File: config.mk
export PLATFORM = sky130hd
export DESIGN_NAME = color_classifier
export DESIGN_NICKNAME = d
export VERILOG_FILES = /design/src/rtl/color_pkg.sv /design/src/rtl/color_pick.sv /design/src/rtl/color_classifier.sv
export SDC_FILE = /design/constraint.sdc
export NUM_CORES = 1
export LEC_CHECK = 0
export BUFFER_PORTS_ARGS = -buffer_cell sky130_fd_sc_hd__buf_4
export CAP_MARGIN = 25
export CORE_MARGIN = 1.5
export CORE_UTILIZATION = 52
export DETAILED_ROUTE_END_ITERATION = 12
export PLACE_DENSITY_LB_ADDON = 0.08
export SKIP_CTS_REPAIR_TIMING = 1
export SYNTH_ARGS = -nofsm -noshare
export SYNTH_HDL_FRONTEND = slang
export SYNTH_SLANG_ARGS = --single-unit
File: constraint.sdc
create_clock -name clk -period 2.4 [get_ports clk]
set_input_delay 0 -clock clk [delete_from_list [all_inputs] [get_ports clk]]
set_output_delay 0 -clock clk [all_outputs]
set_load 0.1 [all_outputs]
File: src/rtl/color_pkg.sv
// Shared constants for the colour classifier: one-hot colour codes,
// default thresholds and the commit-state encoding.
package color_pkg;

  localparam logic [2:0] COLOR_NONE  = 3'b000;
  localparam logic [2:0] COLOR_RED   = 3'b001;
  localparam logic [2:0] COLOR_BLUE  = 3'b010;
  localparam logic [2:0] COLOR_GREEN = 3'b100;

  localparam int unsigned DEF_COUNT_W   = 32;
  localparam int unsigned DEF_RED_MAX   = 24;
  localparam int unsigned DEF_BLUE_MAX  = 21;
  localparam int unsigned DEF_GREEN_MAX = 19;
  localparam int unsigned DEF_STABLE_N  = 3;

  typedef enum logic {
    ST_EMPTY  = 1'b0,
    ST_STABLE = 1'b1
  } state_e;

endpackage

File: src/rtl/color_pick.sv
// Stage 1: registered pick of the dominant colour (strict minimum that is
// also under its own threshold); ties or no qualifier give COLOR_NONE.
module color_pick
  import color_pkg::*;
#(
  parameter int unsigned COUNT_W   = DEF_COUNT_W,
  parameter int unsigned RED_MAX   = DEF_RED_MAX,
  parameter int unsigned BLUE_MAX  = DEF_BLUE_MAX,
  parameter int unsigned GREEN_MAX = DEF_GREEN_MAX
) (
  input  logic               clk,
  input  logic               rst,
  input  logic               i_valid,
  input  logic [COUNT_W-1:0] i_red,
  input  logic [COUNT_W-1:0] i_blue,
  input  logic [COUNT_W-1:0] i_green,
  output logic [2:0]         o_pick,
  output logic               o_valid
);

  localparam logic [COUNT_W-1:0] L_RED_MAX   = COUNT_W'(RED_MAX);
  localparam logic [COUNT_W-1:0] L_BLUE_MAX  = COUNT_W'(BLUE_MAX);
  localparam logic [COUNT_W-1:0] L_GREEN_MAX = COUNT_W'(GREEN_MAX);

  logic [2:0] w_pick;
  logic [2:0] r_pick;
  logic       r_valid;

  // NOTE: assign every always_comb output a default first so no path can infer a latch.
  always_comb begin
    w_pick = COLOR_NONE;
    if (i_red < i_blue && i_red < i_green && i_red < L_RED_MAX)
      w_pick = COLOR_RED;
    else if (i_blue < i_red && i_blue < i_green && i_blue < L_BLUE_MAX)
      w_pick = COLOR_BLUE;
    else if (i_green < i_red && i_green < i_blue && i_green < L_GREEN_MAX)
      w_pick = COLOR_GREEN;
  end

  // NOTE: sequential state uses non-blocking assignments so every flop samples pre-edge values.
  always_ff @(posedge clk) begin
    if (rst) begin
      r_pick  <= COLOR_NONE;
      r_valid <= 1'b0;
    end else begin
      r_valid <= i_valid;
      if (i_valid) r_pick <= w_pick;
    end
  end

  assign o_pick  = r_pick;
  assign o_valid = r_valid;

endmodule

File: src/rtl/color_classifier.sv
// Colour classifier top: stage-1 pick, then a debounce counter and a
// two-state commit FSM driving the stable colour and its change strobe.
module color_classifier
  import color_pkg::*;
#(
  parameter int unsigned COUNT_W   = DEF_COUNT_W,
  parameter int unsigned RED_MAX   = DEF_RED_MAX,
  parameter int unsigned BLUE_MAX  = DEF_BLUE_MAX,
  parameter int unsigned GREEN_MAX = DEF_GREEN_MAX,
  parameter int unsigned STABLE_N  = DEF_STABLE_N
) (
  input  logic               clk,
  input  logic               rst,
  input  logic               meas_valid,
  input  logic [COUNT_W-1:0] red_cnt,
  input  logic [COUNT_W-1:0] blue_cnt,
  input  logic [COUNT_W-1:0] green_cnt,
  output logic [2:0]         color,
  output logic               color_valid,
  output logic               color_change,
  output logic [2:0]         pick
);

  localparam logic [3:0] L_STABLE_N = 4'(STABLE_N);

  logic [2:0] w_pick;
  logic       w_pick_vld;
  logic [2:0] w_cand_next;
  logic [3:0] w_agree_next;
  logic       w_commit;
  logic       w_color_valid;
  state_e     w_state_next;

  logic [2:0] r_cand;
  logic [3:0] r_agree;
  logic [2:0] r_color;
  logic       r_color_change;
  state_e     r_state;

  color_pick #(
    .COUNT_W  (COUNT_W),
    .RED_MAX  (RED_MAX),
    .BLUE_MAX (BLUE_MAX),
    .GREEN_MAX(GREEN_MAX)
  ) u_pick (
    .clk    (clk),
    .rst    (rst),
    .i_valid(meas_valid),
    .i_red  (red_cnt),
    .i_blue (blue_cnt),
    .i_green(green_cnt),
    .o_pick (w_pick),
    .o_valid(w_pick_vld)
  );

  // Debounce: a new pick restarts the run at 1; an agreeing pick saturates at STABLE_N.
  always_comb begin
    w_cand_next  = r_cand;
    w_agree_next = r_agree;
    w_commit     = 1'b0;
    if (w_pick_vld) begin
      if (w_pick == r_cand) begin
        if (r_agree < L_STABLE_N) w_agree_next = r_agree + 4'd1;
      end else begin
        w_cand_next  = w_pick;
        w_agree_next = 4'd1;
      end
      w_commit = (w_agree_next == L_STABLE_N);
    end
  end

  always_comb begin
    w_state_next  = r_state;
    w_color_valid = 1'b0;
    case (r_state)
      ST_EMPTY:  if (w_commit) w_state_next = ST_STABLE;
      ST_STABLE: w_color_valid = 1'b1;
      default:   w_state_next = ST_EMPTY;
    endcase
  end

  // The colour register holds NONE while EMPTY, so one inequality test covers
  // both the first commit and later changes.
  always_ff @(posedge clk) begin
    if (rst) begin
      r_state        <= ST_EMPTY;
      r_cand         <= COLOR_NONE;
      r_agree        <= 4'd0;
      r_color        <= COLOR_NONE;
      r_color_change <= 1'b0;
    end else begin
      r_state        <= w_state_next;
      r_cand         <= w_cand_next;
      r_agree        <= w_agree_next;
      r_color_change <= w_commit && (w_cand_next != r_color);
      if (w_commit) r_color <= w_cand_next;
    end
  end

  assign color        = r_color;
  assign color_valid  = w_color_valid;
  assign color_change = r_color_change;
  assign pick         = w_pick;

endmodule

* After elaboration in Yosys (flattened, before gate mapping)
Cells that the tools add are included.
** Cells by class
- Muxes and demuxes :: 12
- Add/subtract/negate cells :: 1
- Reductions and logical operators :: 7
- Eq/ne operators :: 3
- Order comparisons :: 10
** Operators with widths (number)
- 32-bit less-than comparator :: 6
- 32-bit by 5-bit less-than comparator with 1-bit output (second input constant) :: 3
- 3-bit two-way mux :: 5
- 4-bit two-way mux :: 3
- 1-bit logical AND :: 7
- 4-bit by 1-bit adder with 4-bit output (second input constant) :: 1
- 4-bit by 2-bit equality test with 1-bit output (second input constant) :: 1
- 4-bit by 2-bit less-than comparator with 1-bit output (second input constant) :: 1
- 1-bit two-way mux :: 4
- 3-bit equality test :: 1
- 3-bit != test :: 1
** Word-level totals
- Register bits :: 16
- Logic and storage cells :: 40

* Longest topological paths before layout
- Depth after elaboration :: 8
- Gate-level depth with buffers :: 8
- Gate-level depth less buffers :: 8

* Hierarchy
A second synthesis with hierarchy kept.
** Second synthesis, totals
- Cell total of the unflattened synthesis :: 409
- Area, all modules :: 3168.0 um2
** By module, submodules not included
- color_pick :: area each 2623.8 um2, sequential area each 80.1 um2, times used 1, cells an instance 356
- color_classifier :: area each 544.3 um2, sequential area each 240.2 um2, times used 1, cells an instance 53

* Least setup slack after synthesis
No wires, ideal clock.
- Kind :: reg2reg
- Start :: register u_pick.r_pick[2] (netlist: u_pick.o_pick[2])
- End :: register r_color[1] (netlist: color[1])
- Arrival time :: 2027 ps
- Required time :: 2272 ps
- Path slack :: 245 ps
- Stages on the path, launching flop included :: 6
- Library setup time :: 128 ps
- Buffers on the path :: 0
- Cells stage by stage :: dfxtp_1 xnor2_1 nand4_1 nor4_4 mux2i_1 nor2_1
** On the way
- Longest elaborated chain between the ends :: 5
- Elaborated cells on any way between the ends :: 7
- Classes of those cells :: 2 x eq/ne; 5 x mux
** RTL lines
- from (decl) :: line color_pick.sv:26 : logic [2:0] r_pick;
- from (signal assigned) :: line color_pick.sv:47 : if (i_valid) r_pick <= w_pick;
- 3-bit equality test (*) :: line color_classifier.sv:62 : if (w_pick == r_cand) begin
- 4-bit two-way mux :: line color_classifier.sv:62
- 4-bit two-way mux :: line color_classifier.sv:61 : if (w_pick_vld) begin
- 4-bit by 2-bit equality test with 1-bit output :: line color_classifier.sv:68 : w_commit = (w_agree_next == L_STABLE_N);
- 1-bit two-way mux :: line color_classifier.sv:61
- to (signal assigned) :: line color_classifier.sv:96 : if (w_commit) r_color <= w_cand_next;
- to (decl) :: line color_classifier.sv:36 : logic [2:0] r_color;
Mark *: on every way between the ends. The rest lies on a longest branch, timed or not. The select of a mux whose other input is x is not followed.
A chain may end at the register's enable or synchronous reset.

* Worst setup path in the final report
- Start :: input port green_cnt[25]
- End :: register u_pick.r_pick[1] (netlist: u_pick.o_pick[1])
** On the way
- Longest elaborated chain between the ends :: 5
- Elaborated cells on any way between the ends :: 8
- Classes of those cells :: 2 x order compare; 2 x mux; 4 x reduce/logical
** RTL lines
- from (decl) :: line color_classifier.sv:17 : input logic [COUNT_W-1:0] green_cnt,
- 32-bit less-than comparator :: line color_pick.sv:34 : else if (i_blue < i_red && i_blue < i_green && i_blue < L_BLUE_MAX)
- 1-bit logical AND (2 in series) :: line color_pick.sv:34
- 3-bit two-way mux :: line color_pick.sv:34
- 3-bit two-way mux (*) :: line color_pick.sv:32 : if (i_red < i_blue && i_red < i_green && i_red < L_RED_MAX)
Mark *: on every way between the ends. The rest lies on a longest branch, timed or not.

==> out/qor.txt <==
Max-Cap Viols -> 0
sequential fraction of the synthesis area -> 10.1%
Pleak -> 2.14 nW
Synth Net Count -> 603
final wirelength -> 9320 um
hold_ws -> 26.5 ps
part of the cycle the worst path needs -> 70.9%
relative slew slack -> 47.8%
final non-filler cell total -> 590
RSZ-0062 raised after global routing -> false
clock root cell -> clkbuf_8
number of nets in the layout -> 713
TritonCTS Buffers -> 3
later-pin clock latency in the skew report -> 240 ps
final setup violation count -> 0
status -> completed
largest net degree at the start of global routing -> 14
diode count -> 0
Post-DP HPWL -> 8440 um
VDD IR max -> 357 uV
dpl cells -> 587
Final Critical Period -> 1700 ps
Setup crit end kind -> flip-flop
Worst Setup Path Type -> in2reg
first-pass GRT wire length -> 15,000 um
starting DRC count in detailed routing -> 155
Seq cells post-synth -> 16
Placed Instance Area -> 4070 um2
Die Ht -> 81.2 um
cell area after layout -> 4110 um2
Power Dens Cells -> 258 nW/um2
die area -> 6600 um2
routability cong. -> 0.913
number of global-route vias before repair -> 3,291
antenna violations before repair -> 0
routed len/inst -> 15.8 um
Max FO, Critical Path -> 2
ys async rst share -> 0%
max-slew violations -> 0
Starting Density -> 53.8%
Hold Fails Final Rpt -> 0
row cnt -> 28
Avg Synthesized Cell Area -> 7.82 um2
Fin Setup TNS -> 0 ps
clock slew seen by the registers of the worst setup and hold paths -> 60 ps
IO Pins -> 107
GRT overflow -> 0
CP arrival -> 1890 ps
most frequent cells in the layout -> 107 x buf_4, 97 x ha_1, 65 x inv_1, 36 x a21oi_1, 27 x nand4_1
DIE WIDTH -> 81.2 um
Main synth FF type -> dfxtp_1
via count -> 3,456
Critical Path Source Type -> input pin
slew of the pin with the lowest slew margin -> 763 ps
CTS H-tree lvls -> 1
DRC -> 0
Syn Inst Count -> 407
Antenna Nets Post-Route -> 0
share of cells above drive strength 1 -> 23.1%
CTS sink cnt -> 16
Max clock buf depth -> 2
number of synthesized flops with an enable pin -> 0
port buffer count -> 106
Core Footprint -> 5920 um2
Cell variety after synth -> 46
Hold Crit Class -> in2reg
DRT Pass-1 Iters -> 6
vias per cell -> 5.86
CTS tree -> yes
commonest non-fill, non-tap cell in the layout -> buf_4
cell area after synthesis -> 3180 um2
final setup skew -> 1.99 ps
critical path required time -> 2590 ps
area delta synth->final -> 29.2%
Synth warnings -> 0
GRT Util Overall -> 29.0%
Max Fclk -> 0.587 GHz
## critical path, cell delays in order
cell,delay [ps]
buf_4,110
inv_1,80
ha_1,250
a21oi_1,160
o21ai_1,100
a2111oi_0,470
a211oi_1,180
or4_4,440
o21ai_2,110
## path summary, 6_finish.rpt
path	start	end	slack (ps)	depth (start not counted)
max	green_cnt[25]	u_pick.o_pick[1]$_SDFFE_PP0P_	700	9
min	rst	color_change$_SDFF_PP0_	30	2
max reg2reg	r_agree[0]$_SDFFE_PP0P_	color[2]$_SDFFE_PP0P_	710	6
min reg2reg	r_state$_SDFF_PP0_	r_state$_SDFF_PP0_	470	2
## registers in the layout, summed over array words and instances, names as in the netlist
name            cells
u_pick.o_valid      1
r_state             1
color               3
u_pick.o_pick       3
r_agree             4
r_cand              3
color_change        1
## stage by stage
step	power, mW	setup slack (ps)	util (%)
after floorplan	0.598	245	-
after global placement	0.847	434	68.8
after detailed placement	0.861	450	68.8
after CTS	1.06	700	69.5
after global routing	1.15	522	69.5
final	1.06	697	69.5
## report_power, final
| part | switching, mW | internal [mW] | total, mW |
|---|---|---|---|
| clock network | 0.0862 | 0.111 | 0.197 |
| logic | 0.308 | 0.280 | 0.588 |
| registers | 0.00446 | 0.270 | 0.274 |
## synthesized netlist by cell type (2+ instances only)
cell,instances,share of area (%)
a2111oi_0,3,0.83
a211o_1,2,0.55
a211oi_1,4,0.94
a21boi_1,2,0.47
a21o_1,5,1.2
a21oi_1,36,5.7
a221oi_1,4,1.1
a31oi_1,2,0.39
and2_1,2,0.39
and4_1,2,0.55
clkbuf_1,2,0.24
dfxtp_1,16,10
ha_1,97,38
inv_1,65,7.7
mux2i_1,5,1.6
nand2_1,23,2.7
nand2b_1,3,0.59
nand3_1,9,1.4
nand4_1,27,5.3
nor2_1,16,1.9
nor2b_1,6,1.2
nor3_1,7,1.1
nor4_1,25,4.9
o211ai_1,4,0.94
o21ai_0,11,1.7
o21ai_1,4,0.63
xnor2_1,6,1.7
## routing by layer
metal / wire, um / share of wire, % / track usage, % / vias up
met5: 0 / 0 / 0 / -
met2: 4490 / 48 / 51.3 / 102
li1: - / - / - / 1751
met3: 475 / 5.1 / 2.58 / 10
met1: 4240 / 45 / 38.0 / 1593
met4: 121 / 1.3 / 5.86 / 0
## area by class of cell
class,count,area [um2]
Clock buffer,3,41.3
Fill cell,517,1810
Sequential cell,16,320
Timing Repair Buffer,107,803
Multi-Input combinational cell,324,2610
Inverter,65,244
Tap cell,75,93.8
## logic make-up after synthesis
group / share of synthesized area [%]
XOR/XNOR: 1.65
flip-flops: 10.1
AO/OA/AOI/OAI: 17.8
adder cells (fa/ha/maj): 38.1
AND/OR/NAND/NOR: 22.6
multiplexers: 1.93
buffers and inverters: 7.90
Power figures use the tool's default switching activity.
